===== config.mk =====
export PLATFORM = sky130hd
export DESIGN_NAME = apb_arb2_flat
export DESIGN_NICKNAME = d
export VERILOG_FILES = /design/src/rtl/apb_arb2_if.sv /design/src/rtl/apb_arb2.sv /design/src/flat_wrapper.sv
export SDC_FILE = /design/constraint.sdc
export NUM_CORES = 1
export LEC_CHECK = 0
export ABC_AREA = 1
export CAP_MARGIN = 20
export CORE_MARGIN = 5
export CORE_UTILIZATION = 35
export DETAILED_ROUTE_END_ITERATION = 10
export PLACE_DENSITY = 0.7
export SLEW_MARGIN = 10
export SYNTH_ARGS = -nofsm -noshare
export SYNTH_HDL_FRONTEND = slang
export SYNTH_SLANG_ARGS = --single-unit

===== constraint.sdc =====
create_clock -name clk -period 3.27 [get_ports clk]
set_clock_uncertainty 0.1 [all_clocks]
set_input_delay 0.4905 -clock clk [delete_from_list [all_inputs] [get_ports clk]]
set_output_delay 0.4905 -clock clk [all_outputs]
set_load 0.03 [all_outputs]

===== src/rtl/apb_arb2_if.sv =====
// APB bus bundle between the two-requester arbiter (master) and the timer register slave.
interface apb_arb2_if #(
    parameter int AW = 12
);
    logic          psel;
    logic          penable;
    logic          pwrite;
    logic [AW-1:0] paddr;
    logic [31:0]   pwdata;
    logic [3:0]    pstrb;
    logic [31:0]   prdata;
    logic          pready;
    logic          pslverr;

    modport master (
        output psel, penable, pwrite, paddr, pwdata, pstrb,
        input  prdata, pready, pslverr
    );

    modport slave (
        input  psel, penable, pwrite, paddr, pwdata, pstrb,
        output prdata, pready, pslverr
    );
endinterface


===== src/rtl/apb_arb2.sv =====
// Round-robin arbiter and APB master sharing one slave port between a CPU and a debug requester.
// All APB and completion outputs are registered from the decoded next state.
module apb_arb2 #(
    parameter int TIMEOUT = 16,
    parameter int AW      = 12
) (
    input  logic          clk,
    input  logic          rst_n,
    input  logic          r0_req,
    input  logic          r0_write,
    input  logic [AW-1:0] r0_addr,
    input  logic [31:0]   r0_wdata,
    input  logic [3:0]    r0_strb,
    output logic          r0_done,
    output logic [31:0]   r0_rdata,
    output logic          r0_err,
    input  logic          r1_req,
    input  logic          r1_write,
    input  logic [AW-1:0] r1_addr,
    input  logic [31:0]   r1_wdata,
    input  logic [3:0]    r1_strb,
    output logic          r1_done,
    output logic [31:0]   r1_rdata,
    output logic          r1_err,
    output logic          busy,
    output logic          owner,
    apb_arb2_if.master    apb
);

    localparam int CW = (TIMEOUT > 0) ? $clog2(TIMEOUT + 1) : 1;
    localparam logic [CW-1:0] CNT_ONE = CW'(1);
    localparam logic [CW-1:0] CNT_SAT = {CW{1'b1}};
    localparam logic [CW-1:0] TMO_VAL = CW'(TIMEOUT);

    typedef enum logic [1:0] {
        ST_IDLE   = 2'd0,
        ST_SETUP  = 2'd1,
        ST_ACCESS = 2'd2,
        ST_RESP   = 2'd3
    } state_t;

    state_t          state_r, state_nxt_s;
    logic [CW-1:0]   cnt_r, cnt_nxt_s, cnt_inc_s;
    logic            last_owner_r, owner_r, win_s, timeout_s;
    logic            psel_r, penable_r, pwrite_r, busy_r;
    logic [AW-1:0]   paddr_r;
    logic [31:0]     pwdata_r;
    logic [3:0]      pstrb_r;
    logic            r0_done_r, r1_done_r, r0_err_r, r1_err_r;
    logic [31:0]     r0_rdata_r, r1_rdata_r;
    logic [31:0]     cap_rdata_s;
    logic            cap_err_s;

    assign cnt_inc_s = (cnt_r == CNT_SAT) ? cnt_r : (cnt_r + CNT_ONE);
    assign timeout_s = (TIMEOUT > 0) && (cnt_inc_s == TMO_VAL) && !apb.pready;
    // A timed-out access reports zero data with an error regardless of pslverr.
    assign cap_rdata_s = (apb.pready && !pwrite_r) ? apb.prdata : 32'h0000_0000;
    assign cap_err_s   = apb.pready ? apb.pslverr : 1'b1;

    // Winner selection and next-state / wait-counter decode.
    always_comb begin
        state_nxt_s = state_r;
        cnt_nxt_s   = cnt_r;
        if (r0_req && r1_req) begin
            win_s = ~last_owner_r;
        end else if (r0_req) begin
            win_s = 1'b0;
        end else begin
            win_s = 1'b1;
        end
        case (state_r)
            ST_IDLE: begin
                if (r0_req || r1_req) begin
                    state_nxt_s = ST_SETUP;
                    cnt_nxt_s   = '0;
                end else begin
                    state_nxt_s = ST_IDLE;
                end
            end
            ST_SETUP: begin
                state_nxt_s = ST_ACCESS;
            end
            ST_ACCESS: begin
                cnt_nxt_s = cnt_inc_s;
                if (apb.pready || timeout_s) begin
                    state_nxt_s = ST_RESP;
                end else begin
                    state_nxt_s = ST_ACCESS;
                end
            end
            ST_RESP: begin
                state_nxt_s = ST_IDLE;
            end
            default: begin
                state_nxt_s = ST_IDLE;
                cnt_nxt_s   = '0;
            end
        endcase
    end

    // State, wait counter and round-robin history.
    always_ff @(posedge clk or negedge rst_n) begin
        if (!rst_n) begin
            state_r      <= ST_IDLE;
            cnt_r        <= '0;
            last_owner_r <= 1'b1;
        end else begin
            state_r <= state_nxt_s;
            cnt_r   <= cnt_nxt_s;
            if (state_r == ST_RESP) begin
                last_owner_r <= owner_r;
            end
        end
    end

    // APB drive registers; request fields are latched only when a grant is made.
    always_ff @(posedge clk or negedge rst_n) begin
        if (!rst_n) begin
            psel_r    <= 1'b0;
            penable_r <= 1'b0;
            busy_r    <= 1'b0;
            owner_r   <= 1'b0;
            pwrite_r  <= 1'b0;
            paddr_r   <= '0;
            pwdata_r  <= 32'h0000_0000;
            pstrb_r   <= 4'h0;
        end else begin
            psel_r    <= (state_nxt_s == ST_SETUP) || (state_nxt_s == ST_ACCESS);
            penable_r <= (state_nxt_s == ST_ACCESS);
            busy_r    <= (state_nxt_s != ST_IDLE);
            if ((state_r == ST_IDLE) && (state_nxt_s == ST_SETUP)) begin
                owner_r  <= win_s;
                pwrite_r <= win_s ? r1_write : r0_write;
                paddr_r  <= win_s ? r1_addr : r0_addr;
                pwdata_r <= win_s ? r1_wdata : r0_wdata;
                if (win_s) begin
                    pstrb_r <= r1_write ? r1_strb : 4'h0;
                end else begin
                    pstrb_r <= r0_write ? r0_strb : 4'h0;
                end
            end
        end
    end

    // Completion pulse and per-requester response capture at the end of ACCESS.
    always_ff @(posedge clk or negedge rst_n) begin
        if (!rst_n) begin
            r0_done_r  <= 1'b0;
            r1_done_r  <= 1'b0;
            r0_rdata_r <= 32'h0000_0000;
            r1_rdata_r <= 32'h0000_0000;
            r0_err_r   <= 1'b0;
            r1_err_r   <= 1'b0;
        end else begin
            r0_done_r <= (state_r == ST_ACCESS) && (state_nxt_s == ST_RESP) && !owner_r;
            r1_done_r <= (state_r == ST_ACCESS) && (state_nxt_s == ST_RESP) && owner_r;
            if ((state_r == ST_ACCESS) && (state_nxt_s == ST_RESP)) begin
                if (owner_r) begin
                    r1_rdata_r <= cap_rdata_s;
                    r1_err_r   <= cap_err_s;
                end else begin
                    r0_rdata_r <= cap_rdata_s;
                    r0_err_r   <= cap_err_s;
                end
            end
        end
    end

    assign apb.psel    = psel_r;
    assign apb.penable = penable_r;
    assign apb.pwrite  = pwrite_r;
    assign apb.paddr   = paddr_r;
    assign apb.pwdata  = pwdata_r;
    assign apb.pstrb   = pstrb_r;
    assign busy        = busy_r;
    assign owner       = owner_r;
    assign r0_done     = r0_done_r;
    assign r1_done     = r1_done_r;
    assign r0_rdata    = r0_rdata_r;
    assign r1_rdata    = r1_rdata_r;
    assign r0_err      = r0_err_r;
    assign r1_err      = r1_err_r;

endmodule


===== src/flat_wrapper.sv =====
// flat-port wrapper written by rule: the top's interface ports become plain ports
module apb_arb2_flat 
#(
    parameter int TIMEOUT = 16,
    parameter int AW      = 12
)
  (clk, rst_n, r0_req, r0_write, r0_addr, r0_wdata, r0_strb, r0_done, r0_rdata, r0_err, r1_req, r1_write, r1_addr, r1_wdata, r1_strb, r1_done, r1_rdata, r1_err, busy, owner, apb_psel, apb_penable, apb_pwrite, apb_paddr, apb_pwdata, apb_pstrb, apb_prdata, apb_pready, apb_pslverr);
  apb_arb2_if #(.AW(AW)) apb_i ();
  input  logic clk;
  input  logic rst_n;
  input  logic r0_req;
  input  logic r0_write;
  input  logic [AW-1:0] r0_addr;
  input  logic [31:0] r0_wdata;
  input  logic [3:0] r0_strb;
  output logic r0_done;
  output logic [31:0] r0_rdata;
  output logic r0_err;
  input  logic r1_req;
  input  logic r1_write;
  input  logic [AW-1:0] r1_addr;
  input  logic [31:0] r1_wdata;
  input  logic [3:0] r1_strb;
  output logic r1_done;
  output logic [31:0] r1_rdata;
  output logic r1_err;
  output logic busy;
  output logic owner;
  output wire logic [$bits(apb_i.psel)-1:0] apb_psel;
  output wire logic [$bits(apb_i.penable)-1:0] apb_penable;
  output wire logic [$bits(apb_i.pwrite)-1:0] apb_pwrite;
  output wire logic [$bits(apb_i.paddr)-1:0] apb_paddr;
  output wire logic [$bits(apb_i.pwdata)-1:0] apb_pwdata;
  output wire logic [$bits(apb_i.pstrb)-1:0] apb_pstrb;
  input wire logic [$bits(apb_i.prdata)-1:0] apb_prdata;
  input wire logic [$bits(apb_i.pready)-1:0] apb_pready;
  input wire logic [$bits(apb_i.pslverr)-1:0] apb_pslverr;
  assign apb_psel = apb_i.psel;
  assign apb_penable = apb_i.penable;
  assign apb_pwrite = apb_i.pwrite;
  assign apb_paddr = apb_i.paddr;
  assign apb_pwdata = apb_i.pwdata;
  assign apb_pstrb = apb_i.pstrb;
  assign apb_i.prdata = apb_prdata;
  assign apb_i.pready = apb_pready;
  assign apb_i.pslverr = apb_pslverr;
  apb_arb2 #(.TIMEOUT(TIMEOUT), .AW(AW)) u_core (.clk(clk), .rst_n(rst_n), .r0_req(r0_req), .r0_write(r0_write), .r0_addr(r0_addr), .r0_wdata(r0_wdata), .r0_strb(r0_strb), .r0_done(r0_done), .r0_rdata(r0_rdata), .r0_err(r0_err), .r1_req(r1_req), .r1_write(r1_write), .r1_addr(r1_addr), .r1_wdata(r1_wdata), .r1_strb(r1_strb), .r1_done(r1_done), .r1_rdata(r1_rdata), .r1_err(r1_err), .busy(busy), .owner(owner), .apb(apb_i));
endmodule

======== Word-level counts from Yosys, hierarchy flattened ========
Index checks and enable logic that the tools add are counted.
storage, ports and cells
  flip-flop bits (word level) ............. 129
  input bits .............................. 136
  output and inout bits ................... 121
  word-level logic and storage cells ...... 64
cells by class
  $add $sub $neg .......................... 1
  equality and inequality tests ........... 9
  mux-type cells .......................... 16
  bitwise logic cells ..................... 2
  reduce and logical (&&, ||, !) cells .... 19
operators with widths
  operator                                             count
  two-way mux 32 bit                                   2
  two-way mux 12 bit                                   1
  two-way mux 4 bit                                    3
  equality test 5 bit, second input constant           2
  two-way mux 5 bit                                    2
  case mux 5 bit (2 select lines)                      1
  equality test 2 bit, second input constant           4
  case mux 2 bit (4 select lines)                      1
  logical AND 1 bit                                    7
  two-way mux 1 bit                                    6
  AND reduction 2 bit                                  3
  adder 5 x 1 -> 5 bit, second input constant          1
  equality test 2 x 1 -> 1 bit, second input constant  2
  nonzero test 2 bit                                   2
  logical NOT 1 bit                                    3
  logical OR 1 bit                                     3
  logical NOT 2 bit                                    1
  != test 2 x 1 -> 1 bit, second input constant        1
  inverter 1 bit                                       2

======== Logic depth before layout (Yosys ltp) ========
  depth in word-level cells ............... 10
  gate-level depth with buffers ........... 16
  gate-level depth less buffers ........... 14

======== Worst setup path after synthesis ========
OpenSTA, ideal clock, no wires.
  path type ............................... register -> register
  start point ............................. reg u_core.cnt_r[0]
  end point ............................... reg u_core.r0_rdata_r[0] (netlist: u_core.r0_rdata[0])
  data arrival time ....................... 2.070 ns
  required time ........................... 3.048 ns
  setup slack ............................. 0.978 ns
  stages on the path, launching flop included .. 13
  buffers on the path ..................... 2
  cells stage by stage .................... dfrtp_1 -> ha_1 -> nand4_1 -> nand3_1 -> nor2_1 -> nand2_1 -> a21oi_1 -> ha_1 -> inv_1 -> nor3_2 -> buf_2 -> buf_4 -> a21oi_1
on the way
  longest elaborated chain between the ends .. 10
  elaborated cells between the ends (all ways) .. 11
  classes of those cells .................. add/sub: 1; eq/ne: 3; mux: 3; reduce/logical: 4
ends and longest elaborated chain
  element                                                             RTL line         source
  from (decl)                                                         apb_arb2.sv:43   logic [CW-1:0] cnt_r, cnt_nxt_s, cnt_inc_s;
  from (signal assigned)                                              apb_arb2.sv:109  cnt_r <= cnt_nxt_s;
  adder 5 x 1 -> 5 bit / equality test 5 bit (equally long branches)  apb_arb2.sv:54   assign cnt_inc_s = (cnt_r == CNT_SAT) ? cnt_r : (cnt_r + CNT_ONE);
  two-way mux 5 bit *                                                 apb_arb2.sv:54
  equality test 5 bit *                                               apb_arb2.sv:55   assign timeout_s = (TIMEOUT > 0) && (cnt_inc_s == TMO_VAL) && !apb.pready;
  logical AND 1 bit *                                                 apb_arb2.sv:55
  logical OR 1 bit *                                                  apb_arb2.sv:85   if (apb.pready || timeout_s) begin
  two-way mux 1 bit *                                                 apb_arb2.sv:85
  case mux 2 bit (4 select lines) *                                   apb_arb2.sv:71   case (state_r)
  net u_core.state_nxt_s[0]                                           apb_arb2.sv:42   state_t state_r, state_nxt_s;
  equality test 2 bit *                                               apb_arb2.sv:157  if ((state_r == ST_ACCESS) && (state_nxt_s == ST_RESP)) begin
  logical AND 1 bit *                                                 apb_arb2.sv:157
  AND reduction 2 bit (no line) *                                     --
  to (signal assigned)                                                apb_arb2.sv:162  r0_rdata_r <= cap_rdata_s;
  to (decl)                                                           apb_arb2.sv:50   logic [31:0] r0_rdata_r, r1_rdata_r;
The timed path passes the listed nets; every way through them passes the cells marked *.
A chain may end at the register's enable or synchronous reset.

======== Worst setup path in the final report ========
  start point ............................. reg u_core.cnt_r[1]
  end point ............................... reg u_core.r1_rdata_r[5] (netlist: u_core.r1_rdata[5])
on the way
  longest elaborated chain between the ends .. 10
  elaborated cells between the ends (all ways) .. 11
  classes of those cells .................. add/sub: 1; eq/ne: 3; mux: 3; reduce/logical: 4
ends and longest elaborated chain
  element                                                             RTL line         source
  adder 5 x 1 -> 5 bit / equality test 5 bit (equally long branches)  apb_arb2.sv:54
  two-way mux 5 bit *                                                 apb_arb2.sv:54
  equality test 5 bit *                                               apb_arb2.sv:55
  logical AND 1 bit *                                                 apb_arb2.sv:55
  logical OR 1 bit *                                                  apb_arb2.sv:85
  two-way mux 1 bit *                                                 apb_arb2.sv:85
  case mux 2 bit (4 select lines) *                                   apb_arb2.sv:71
  net u_core.state_nxt_s[0]                                           apb_arb2.sv:42
  equality test 2 bit *                                               apb_arb2.sv:157
  logical AND 1 bit *                                                 apb_arb2.sv:157
  AND reduction 2 bit (no line) *                                     --
  to (signal assigned)                                                apb_arb2.sv:159  r1_rdata_r <= cap_rdata_s;
  to (decl)                                                           apb_arb2.sv:50
Marked as above.

==> metrics.cfg <==
[run_status]
status = complete, no violations

[timing]
fmax_ghz = 0.376
final_hold_viol_count = 0
period_minus_slack_ns = 2.66
setup_tns_ns = 0
rsz0062_at_grt = no
worst_pin_slew_ns = 0.806
post-route-period-util_pct = 81.4
drv_slew = 0
relSlewSlack_pct = 46.3
setup_viol = 0
whs_ns = 0.0478

[place]
gp_congestion = 0.825
hpwlAfterDp_microns = 12600
port_buffers = 256

[die]
ioPinCount = 257
core_area_sq_um = 15300
die-area_sq_um = 18300
fp-row-count = 45
start_util_pct = 35.9
chipHeight_microns = 135
die_w_microns = 135

[clock_network]
cts_buffers = 17
clk_pin_slew_ns = 0.06
cts_tree = done
cts.path.max_buffers = 2
cts_hold_buf = 0
clock_sinks = 129
insertion_delay_ns = 0.40
root_buffer = clkbuf_16
cts_setup_buffers = 0
cts_max_level = 4
cts_resized = 0

[setup_path]
cp.arrival_ns = 2.86
reg2reg_depth = 14
r2r_end = u_core.r1_rdata[5]$_DFFE_PN0P_
worstPathMaxFanout = 25
cp_common_cell = nand2_1
setup.worst_path.class = flop to flop
critical-path-slowest-cell = dfrtp_1
setup.worst_path.start_class = flop
cp_top_family = simple AND/OR/NAND/NOR gates
crit_path_end_kind = flop
cp_num_buf_inv = 3
ff2ff_setup_slack_ns = 0.61
r2r-start = u_core.cnt_r[1]$_DFFE_PN0P_
crit_path_cell_trace = ha_1 > nand4_1 > nand2_1 > nand2_1 > nor2_1 > nand2_1 > a21oi_1 > ha_1 > inv_1 > nor3_4 > inv_2 > buf_12 > nand2_1 > o21ai_2
cp_data_required_time_ns = 3.47
critPathMaxStageDelay_ns = 0.42

[flow_run]
drv_cap = 0

[routing]
vias = 5094
postRouteAntennaNets = 0
wirelength_microns = 17200
drt_iter0_drc = 197
drc_errors = 0
via_per_inst = 4.71
dr.pass1.iters = 4
avgRoutedWirePerCell_microns = 15.9

[global_route]
antenna_found_initial = 1
grt_max_degree = 87
grt_pass1_vias = 5018
grt_pass1_wl_microns = 26200
groute.usage.overall_pct = 18.3
grt_overflow = 0

[yosys]
synthAdderAreaFrac_pct = 1.82
yosys_warnings = 0
synth_most_common_cell = nand2_1
ys_seq_area_share_pct = 58.7
synth_top_area_share_pct = 58.2
synthFlopType = dfrtp_1
synth_common_cells = nand2_1, dfrtp_1, a21oi_1, nor2_1, o21ai_2
synth_edf_count = 0
synth.mux.area_fraction_pct = 0
synth_top_family_by_area = simple AND/OR/NAND/NOR gates
ys_ff_latch = 129
syn_inst = 606
synth_xor_area_share_pct = 0
syn_area_sq_um = 5510
synth_area_leader_cell = dfrtp_1
synth_compound_area_share_pct = 16.8
synthSimpleGateAreaFrac_pct = 17.4
synth_area_leaders = dfrtp_1, a21oi_1, nand2_1
synthesis.nets = 750
ys_async_sr_fraction_pct = 100
synth_cell_types = 23
synth.avg_cell_area_sq_um = 9.08

[finish]
post-route-util_pct = 58.1
drive_above_1_share_pct = 8.17
syn2layout_area_growth_pct = 61.7
final_nets = 1000

[power_and_ir_drop]
leakage_uw = 0.00379
power_density_nw_per_um2 = 1100
ir_drop_mv = 0.432

[hold_path]
hp-class = input port to asynchronous set/reset pin

## stage by stage
stage                     setup slack [ns]  instances  cell area, sq um  total power [uW]
after floorplan                      0.978        606              5510              5650
after global placement               0.621       1048              8280              7800
after detailed placement             0.530       1048              8280              7850
after CTS                            0.593       1080              8900              9890
after global routing                 0.355       1081              8900             10300
final                                0.609       1081              8900              9790
## cells in the final DEF, fill, tap and decap left out
cell	Yosys	routed
o2bb2ai_1	1	1
clkinv_2	0	4
nor2_1	88	88
inv_2	5	5
a22oi_1	1	1
nand2_2	0	1
o21ai_2	20	20
dfstp_2	1	1
o21ai_0	5	5
a21oi_1	123	123
buf_12	0	5
clkinv_4	0	2
bufinv_16	0	4
clkbuf_8	0	2
ha_1	8	8
inv_1	16	16
a31oi_1	5	5
clkdlybuf4s50_1	0	255
nand3_1	15	15
clkbuf_16	0	17
nand2_1	137	136
diode_2	0	1
dfrtp_1	128	128
o21ai_1	12	12
nand4_1	2	2
clkbuf_1	15	3
buf_6	6	1
buf_4	5	7
nor3_4	1	2
## state kept, by name, summed over array words and instances, names as in the netlist
signal / flops
u_core.last_owner_r: 1
u_core.cnt_r: 5
u_core.apb.paddr: 12
u_core.apb.penable: 1
u_core.owner: 1
u_core.r0_err: 1
u_core.state_r: 2
u_core.r1_done: 1
u_core.r1_err: 1
u_core.r0_done: 1
u_core.r1_rdata: 32
u_core.apb.pwdata: 32
u_core.r0_rdata: 32
u_core.apb.pwrite: 1
u_core.apb.pstrb: 4
u_core.apb.psel: 1
u_core.busy: 1
## cell type report
class | instances | area, sq um
fillers | 1368 | 6410
flip-flops and latches | 129 | 3230
repair buffers | 268 | 2720
multi-input cells | 419 | 1990
clock buffers | 22 | 464
well taps | 211 | 264
clock inverters | 10 | 158
inverters | 21 | 78.8
diodes | 1 | 2.50
## power breakdown
part	switching [uW]	total, uW	internal, uW
combinational	2970	4960	1990
clock	686	2000	1310
sequential	434	2830	2400
total	4090	9790	5700
## cell families after synthesis
kind of cell / count (synthesis)
adders and majority gates: 8
buffers and inverters: 58
AOI/OAI and AO/OA: 167
and+or+nand+nor: 244
DFF: 129
## layer usage
metal	GRT usage (%)	up-vias	part of all wire, %
li1	-	2498	-
met1	22.4	2356	41
met2	28.9	224	46
met3	8.40	16	11
met4	5.88	0	1.2
met5	0	-	0
## worst max-delay path by stage
stage | start | end | slack (ns) | cells past startpoint
after floorplan | u_core.cnt_r[0]$_DFFE_PN0P_ | u_core.r0_rdata[0]$_DFFE_PN0P_ | 0.98 | 12
after global placement | r0_req | u_core.r1_rdata[8]$_DFFE_PN0P_ | 0.62 | 12
after detailed placement | r0_req | u_core.r1_rdata[5]$_DFFE_PN0P_ | 0.53 | 12
after CTS | u_core.cnt_r[1]$_DFFE_PN0P_ | u_core.r1_rdata[16]$_DFFE_PN0P_ | 0.59 | 14
after global routing | u_core.cnt_r[1]$_DFFE_PN0P_ | u_core.r1_rdata[16]$_DFFE_PN0P_ | 0.35 | 14
final | u_core.cnt_r[1]$_DFFE_PN0P_ | u_core.r1_rdata[5]$_DFFE_PN0P_ | 0.61 | 14
No activity file was read; power rests on OpenSTA's default activity.
